--- src/rtl/mcp4725_pkg.sv ---
// mcp4725_pkg: shared widths, sequencer states and saturating increment for the MCP4725 sample sequencer
package mcp4725_pkg;
  localparam int DAC_W = 12;
  localparam int CNT_W = 16;
  typedef enum logic [1:0] {S_IDLE, S_ISSUE, S_WAIT_DONE} seq_state_e;
  function automatic logic [CNT_W-1:0] sat_inc(input logic [CNT_W-1:0] v);
    return v == '1 ? v : v + CNT_W'(1);
  endfunction
endpackage

--- src/rtl/mcp4725_sample_fifo.sv ---
// mcp4725_sample_fifo: synchronous power-of-2 sample FIFO with occupancy output
module mcp4725_sample_fifo
  import mcp4725_pkg::*;
#(
  parameter int DEPTH = 8
) (
  input  logic                     clk,
  input  logic                     rst_n,
  input  logic                     push,
  input  logic [DAC_W-1:0]         din,
  input  logic                     pop,
  output logic [DAC_W-1:0]         dout,
  output logic                     full,
  output logic                     empty,
  output logic [$clog2(DEPTH):0]   level
);
  localparam int AW = $clog2(DEPTH);
  logic [DAC_W-1:0] mem [DEPTH];
  logic [AW-1:0] wp, rp;
  logic wr, rd;
  assign full = level == (AW+1)'(DEPTH);
  assign empty = level == '0;
  assign wr = push && !full;
  assign rd = pop && !empty;
  assign dout = mem[rp];
  always_ff @(posedge clk or negedge rst_n)
    if (!rst_n) begin
      wp <= '0;
      rp <= '0;
      level <= '0;
    end else begin
      if (wr) wp <= wp + AW'(1);
      if (rd) rp <= rp + AW'(1);
      level <= level + (AW+1)'(wr) - (AW+1)'(rd);
    end
  always_ff @(posedge clk)
    if (wr) mem[wp] <= din;
endmodule

--- src/rtl/mcp4725_sample_sequencer.sv ---
// mcp4725_sample_sequencer: paces buffered DAC samples into one writer request per sample tick; MCP_SEQ_RETRY_EN adds NACK retry
module mcp4725_sample_sequencer
  import mcp4725_pkg::*;
#(
  parameter int SYS_CLK_HZ = 12_000_000,
  parameter int SAMPLE_HZ  = 1_000,
  parameter int FIFO_DEPTH = 8,
  parameter int MAX_RETRY  = 2
) (
  input  logic                          clk,
  input  logic                          rst_n,
  input  logic                          enable,
  input  logic                          s_valid,
  output logic                          s_ready,
  input  logic [DAC_W-1:0]              s_data,
  output logic                          wr_start,
  output logic [DAC_W-1:0]              wr_code,
  input  logic                          wr_busy,
  input  logic                          wr_done,
  input  logic                          wr_nack,
  output logic [$clog2(FIFO_DEPTH):0]   fifo_level,
  output logic [CNT_W-1:0]              underrun_cnt,
  output logic [CNT_W-1:0]              late_cnt,
  output logic [CNT_W-1:0]              nack_cnt
);
  localparam int DIV = SYS_CLK_HZ / SAMPLE_HZ;
  localparam int TW = $clog2(DIV);
  seq_state_e state_q, state_d;
  logic [TW-1:0] tcnt;
  logic [DAC_W-1:0] head;
  logic tick, pop, full, empty, retry, unused_busy;
  assign unused_busy = wr_busy;
  assign tick = enable && tcnt == TW'(DIV - 1);
  assign s_ready = !full;
  mcp4725_sample_fifo #(.DEPTH(FIFO_DEPTH)) u_fifo (
    .clk   (clk),
    .rst_n (rst_n),
    .push  (s_valid),
    .din   (s_data),
    .pop   (pop),
    .dout  (head),
    .full  (full),
    .empty (empty),
    .level (fifo_level)
  );
`ifdef MCP_SEQ_RETRY_EN
  localparam int RW = $clog2(MAX_RETRY + 2);
  logic [RW-1:0] retry_cnt;
  assign retry = state_q == S_WAIT_DONE && wr_done && wr_nack && retry_cnt < RW'(MAX_RETRY);
  always_ff @(posedge clk or negedge rst_n)
    if (!rst_n) retry_cnt <= '0;
    else if (pop) retry_cnt <= '0;
    else if (retry) retry_cnt <= retry_cnt + RW'(1);
`else
  localparam int UNUSED_MAX_RETRY = MAX_RETRY;
  assign retry = 1'b0;
`endif
  always_comb begin
    pop = 1'b0;
    state_d = S_IDLE;
    case (state_q)
      S_IDLE: begin
        pop = tick && !empty;
        state_d = pop ? S_ISSUE : S_IDLE;
      end
      S_ISSUE: state_d = S_WAIT_DONE;
      S_WAIT_DONE: state_d = !wr_done ? S_WAIT_DONE : retry ? S_ISSUE : S_IDLE;
      default: state_d = S_IDLE;
    endcase
  end
  always_ff @(posedge clk or negedge rst_n)
    if (!rst_n) begin
      state_q <= S_IDLE;
      tcnt <= '0;
      wr_start <= 1'b0;
      wr_code <= '0;
      underrun_cnt <= '0;
      late_cnt <= '0;
      nack_cnt <= '0;
    end else begin
      state_q <= state_d;
      tcnt <= !enable || tick ? '0 : tcnt + TW'(1);
      wr_start <= state_q == S_ISSUE;
      if (pop) wr_code <= head;
      if (tick && state_q == S_IDLE && empty) underrun_cnt <= sat_inc(underrun_cnt);
      if (tick && state_q != S_IDLE) late_cnt <= sat_inc(late_cnt);
      if (state_q == S_WAIT_DONE && wr_done && wr_nack) nack_cnt <= sat_inc(nack_cnt);
    end
endmodule

--- config.mk ---
export PLATFORM = sky130hd
export DESIGN_NAME = mcp4725_sample_sequencer
export DESIGN_NICKNAME = d
export VERILOG_FILES = /design/src/rtl/mcp4725_pkg.sv /design/src/rtl/mcp4725_sample_fifo.sv /design/src/rtl/mcp4725_sample_sequencer.sv
export SDC_FILE = /design/constraint.sdc
export NUM_CORES = 1
export LEC_CHECK = 0
export BUFFER_PORTS_ARGS = -buffer_cell sky130_fd_sc_hd__buf_2
export CAP_MARGIN = 20
export CORE_MARGIN = 1
export CORE_UTILIZATION = 53
export CTS_CLUSTER_DIAMETER = 30
export DETAILED_ROUTE_END_ITERATION = 7
export GPL_TIMING_DRIVEN = 0
export MAX_ROUTING_LAYER = met4
export PLACE_DENSITY = 0.85
export SYNTH_ARGS = -nofsm -noshare
export SYNTH_HDL_FRONTEND = slang
export SYNTH_HIERARCHICAL = 1
export SYNTH_SLANG_ARGS = --single-unit
--- constraint.sdc ---
create_clock -name clk -period 3 [get_ports clk]
set_input_delay 0.15 -clock clk [delete_from_list [all_inputs] [get_ports clk]]
set_output_delay 0.15 -clock clk [all_outputs]
set_load 0.05 [all_outputs]
==> results_dict.tcl <==
set metrics [dict create \
    finalPower_w 0.005916 \
    crit_path_cell_trace "ha_1 -> and4_4 -> nand4_4 -> nor2b_4 -> clkbuf_8 -> nand2b_1 -> inv_1 -> ha_1 -> inv_1 -> ha_1 -> inv_1 -> fa_1 -> xnor2_1" \
    grt_overflow 0 \
    register_area_sq_um 5062 \
    fin_skew_ns 0.009714 \
    grt_pass1_wl_um 25080 \
    grt.met2_usage_pct 40.24 \
    place_congestion 0.8249 \
    synth_cell_types 52 \
    fillers 1015 \
    drt_pass1_iterations 5 \
    met1_usage_pct 26.26 \
    syn_avg_cell_area_sq_um 14.70 \
    clk_latency_ns 0.43 \
    core_area_sq_um 14480 \
    critPathCaptureType "register" \
    die-area_sq_um 15280 \
    worstPathMaxFanout 12 \
    yosysWarnings 6 \
    critical_path_buf_inv_count 4 \
    dieHeight_um 123.6 \
    cp-start-kind "register" \
    use_met3_pct 4.487 \
    rows 44 \
    async_reset_ff_share_pct 47.54 \
    power_frac_comb_pct 13.1 \
    synth_edf_count 96 \
    area_growth_pct 19.84 \
    diodes 0 \
    dp_hpwl_um 11050 \
    critical_path_class "register to register" \
    synth_top_area_share_pct 36.78 \
    antenna_found_initial 0 \
    final_max_slew_viol_count 0 \
    hold_class "input port to register" \
    ant_nets 0 \
    power_density_nw_per_um2 629.8 \
    fmax_ghz 0.3534 \
    crit_arrival_ns 3.14 \
    synth_area_leader_cell "edfxtp_1" \
    synthesis.nets 565 \
    p_leak_nw 4.024 \
    ir_drop_mv 0.5412 \
    cts_buffers 17 \
    setup_violations 0 \
    run_status "complete, no violations" \
    worst_slew_pin_slew_ns 0.8094 \
    clk_pin_slew_ns 0.07 \
    drt_iter0_drc 264 \
    routed_wl_um 16240 \
    port_buffers 83 \
    synth.top_cells.by_count "edfxtp_1 (96), dfrtp_1 (87), nand2_1 (57)" \
    min_period_ns 2.830 \
    period_share_pct 94.32 \
    synth_flop_cell "edfxtp_1" \
    syn_area_sq_um 7838 \
    first_global_vias 4979 \
    intPower_w 0.004349 \
    grt_max_degree 45 \
    die_w_um 123.6 \
    post-place-cells 810 \
    htreeDepth 4 \
    crit_family "adder cells" \
    synth_seq_cells 183 \
    grt_usage_pct 23.25 \
    finalNetCount 693 \
    cp_slowest_cell "dfrtp_1" \
    cp_slowest_stage_delay_ns 0.39 \
    post_drt_wl_per_cell_um 18.95 \
    clock-sinks 183 \
    clockPowerShare_pct 35.5 \
    vias 4929 \
    viasPerCell 5.751 \
    required_ns 3.31 \
    power_switching_w 0.001567 \
    io_pins 85 \
    netlist_instances 533 \
    final_cells 857 \
    route.detailed.drc 0 \
    hold_violations 0 \
    clockRootBuffer "clkbuf_16" \
    multi_input_area_sq_um 2710 \
    power_frac_seq_pct 51.3 \
    cts.path.max_buffers 2 \
    drive_above_1_share_pct 26.45 \
    cap_violations 0 \
    synth-seq-area-share_pct 64.56 \
    cts_tree "done" \
    synth.most_common_cell "edfxtp_1" \
    rsz0062_at_grt "no" \
    maxSlewHeadroom_pct 45.75 \
    synth_area_leaders "edfxtp_1 (37%), dfrtp_1 (28%), mux4_1 (7.0%), xnor2_1 (3.4%), xor2_1 (3.0%)" \
    initial_core_util_pct 54.13 \
    top_usage_layer "met2" \
    netSwitchingFraction_pct 26.48 \
]
## cells in the final DEF (no fill, tap or decap), types with 4 or more instances in the layout
master / netlist / final
inv_1: 16 / 16
buf_6: 4 / 12
clkbuf_1: 5 / 5
xor2_1: 27 / 27
ha_1: 12 / 12
nand2_1: 57 / 57
clkbuf_16: 0 / 17
nand2b_1: 5 / 5
buf_2: 1 / 83
mux2_2: 19 / 19
edfxtp_1: 96 / 96
nand4_1: 16 / 16
buf_4: 0 / 5
nor3_2: 1 / 6
nor3_1: 13 / 8
nor4_1: 7 / 6
nor2_1: 32 / 32
and3_1: 7 / 7
dlygate4sd3_1: 0 / 13
xnor2_1: 30 / 30
dfrtp_1: 87 / 85
mux4_1: 21 / 21
nand3_1: 27 / 27
inv_6: 0 / 4
## cells by family (layout without fill, tap and decap cells)
family                     Yosys count  in the layout  synth area share (%)
and+or+nand+nor                    195            195                 13.08
AOI/OAI and AO/OA                   15             15                 1.501
buffers and inverters               27            167                 1.692
adders and majority gates           13             13                 2.171
xor gates and xnor gates            57             57                 6.370
muxes                               43             43                 10.63
DFF                                183            183                 64.56
## power groups by stage
stage,sequential (W),clock [W],combinational [W]
6_report,0.00304,0.00210,0.000777
5_1_grt,0.00305,0.00222,0.000833
4_1_cts,0.00303,0.00213,0.000774
3_5_place_dp,0.00308,0,0.000751
3_3_place_gp,0.00305,0,0.000628
2_1_floorplan,0.00313,0,0.000361
## metrics by stage
| step | hold WS, ns | area [sq um] | worst slack [ns] | TNS (ns) | util, % |
|---|---|---|---|---|---|
| 2_1_floorplan | -0.1456 | 7840 | 0.007424 | 0 | - |
| 3_3_place_gp | 0.4054 | 8486 | -0.6321 | -9.710 | 58.61 |
| 6_report | 0.02594 | 9393 | 0.1704 | 0 | 64.87 |
| 3_5_place_dp | 0.1848 | 8640 | -0.6071 | -1.868 | 59.67 |
| 5_1_grt | 0.03306 | 9393 | 0.02541 | 0 | 64.87 |
| 4_1_cts | 0.02034 | 9348 | 0.002632 | 0 | 64.56 |
## sequential cells by signal (all words and copies together), names as in the netlist
signal	count
tcnt	14
nack_cnt	16
wr_code	12
u_fifo/mem	96
state_q	2
u_fifo/rp	3
underrun_cnt	16
wr_start	1
late_cnt	16
u_fifo/wp	3
u_fifo/level	4
## what timing repair did
item	4_1_cts	5_1_grt
gates cloned	0	0
endpoints found under the setup margin	4	3
hold buffers	13	0
setup buffers	0	3
resized for setup	6	5
hold endpoints to repair	138	0
## worst register-to-register path, cell delays in order (launching register included)
cell and delay, ns:
dfrtp_1 0.39, ha_1 0.23, and4_4 0.29, nand4_4 0.14
nor2b_4 0.20, clkbuf_8 0.22, nand2b_1 0.14, inv_1 0.08
ha_1 0.22, inv_1 0.06, ha_1 0.16, inv_1 0.06
fa_1 0.38, xnor2_1 0.14
## final timing paths
check / slack [ns] / to / cells past startpoint / start
max in group asynchronous: 2.11 / u_fifo/level[2]$_DFF_PN0_ / 3 / rst_n
max reg2reg: 0.17 / u_fifo/level[2]$_DFF_PN0_ / 13 / tcnt[0]$_DFF_PN0_
min in group asynchronous: 0.25 / late_cnt[4]$_DFFE_PN0P_ / 2 / rst_n
min: 0.03 / u_fifo/wp[2]$_DFFE_PN0P_ / 3 / s_valid
max: 0.17 / u_fifo/level[2]$_DFF_PN0_ / 13 / tcnt[0]$_DFF_PN0_
min reg2reg: 0.47 / wr_code[10]$_DFFE_PN0P_ / 2 / wr_code[10]$_DFFE_PN0P_
## cell type report
cell class	instances	area share, %
plain buffers	11	0.8792
repair buffers	109	7.406
multi-input cells	323	28.85
well taps	184	2.451
clock inverters	13	1.305
flip-flops and latches	183	53.90
clock buffers	18	4.569
inverters	16	0.6394
## metal layers
metal / up-vias / share of wire (%)
li1: 2243 / -
met1: 2486 / 40
met2: 168 / 53
met3: 32 / 5.0
met4: 0 / 1.9
met5: - / 0
Note: power is estimated with default switching activity, not from simulation.
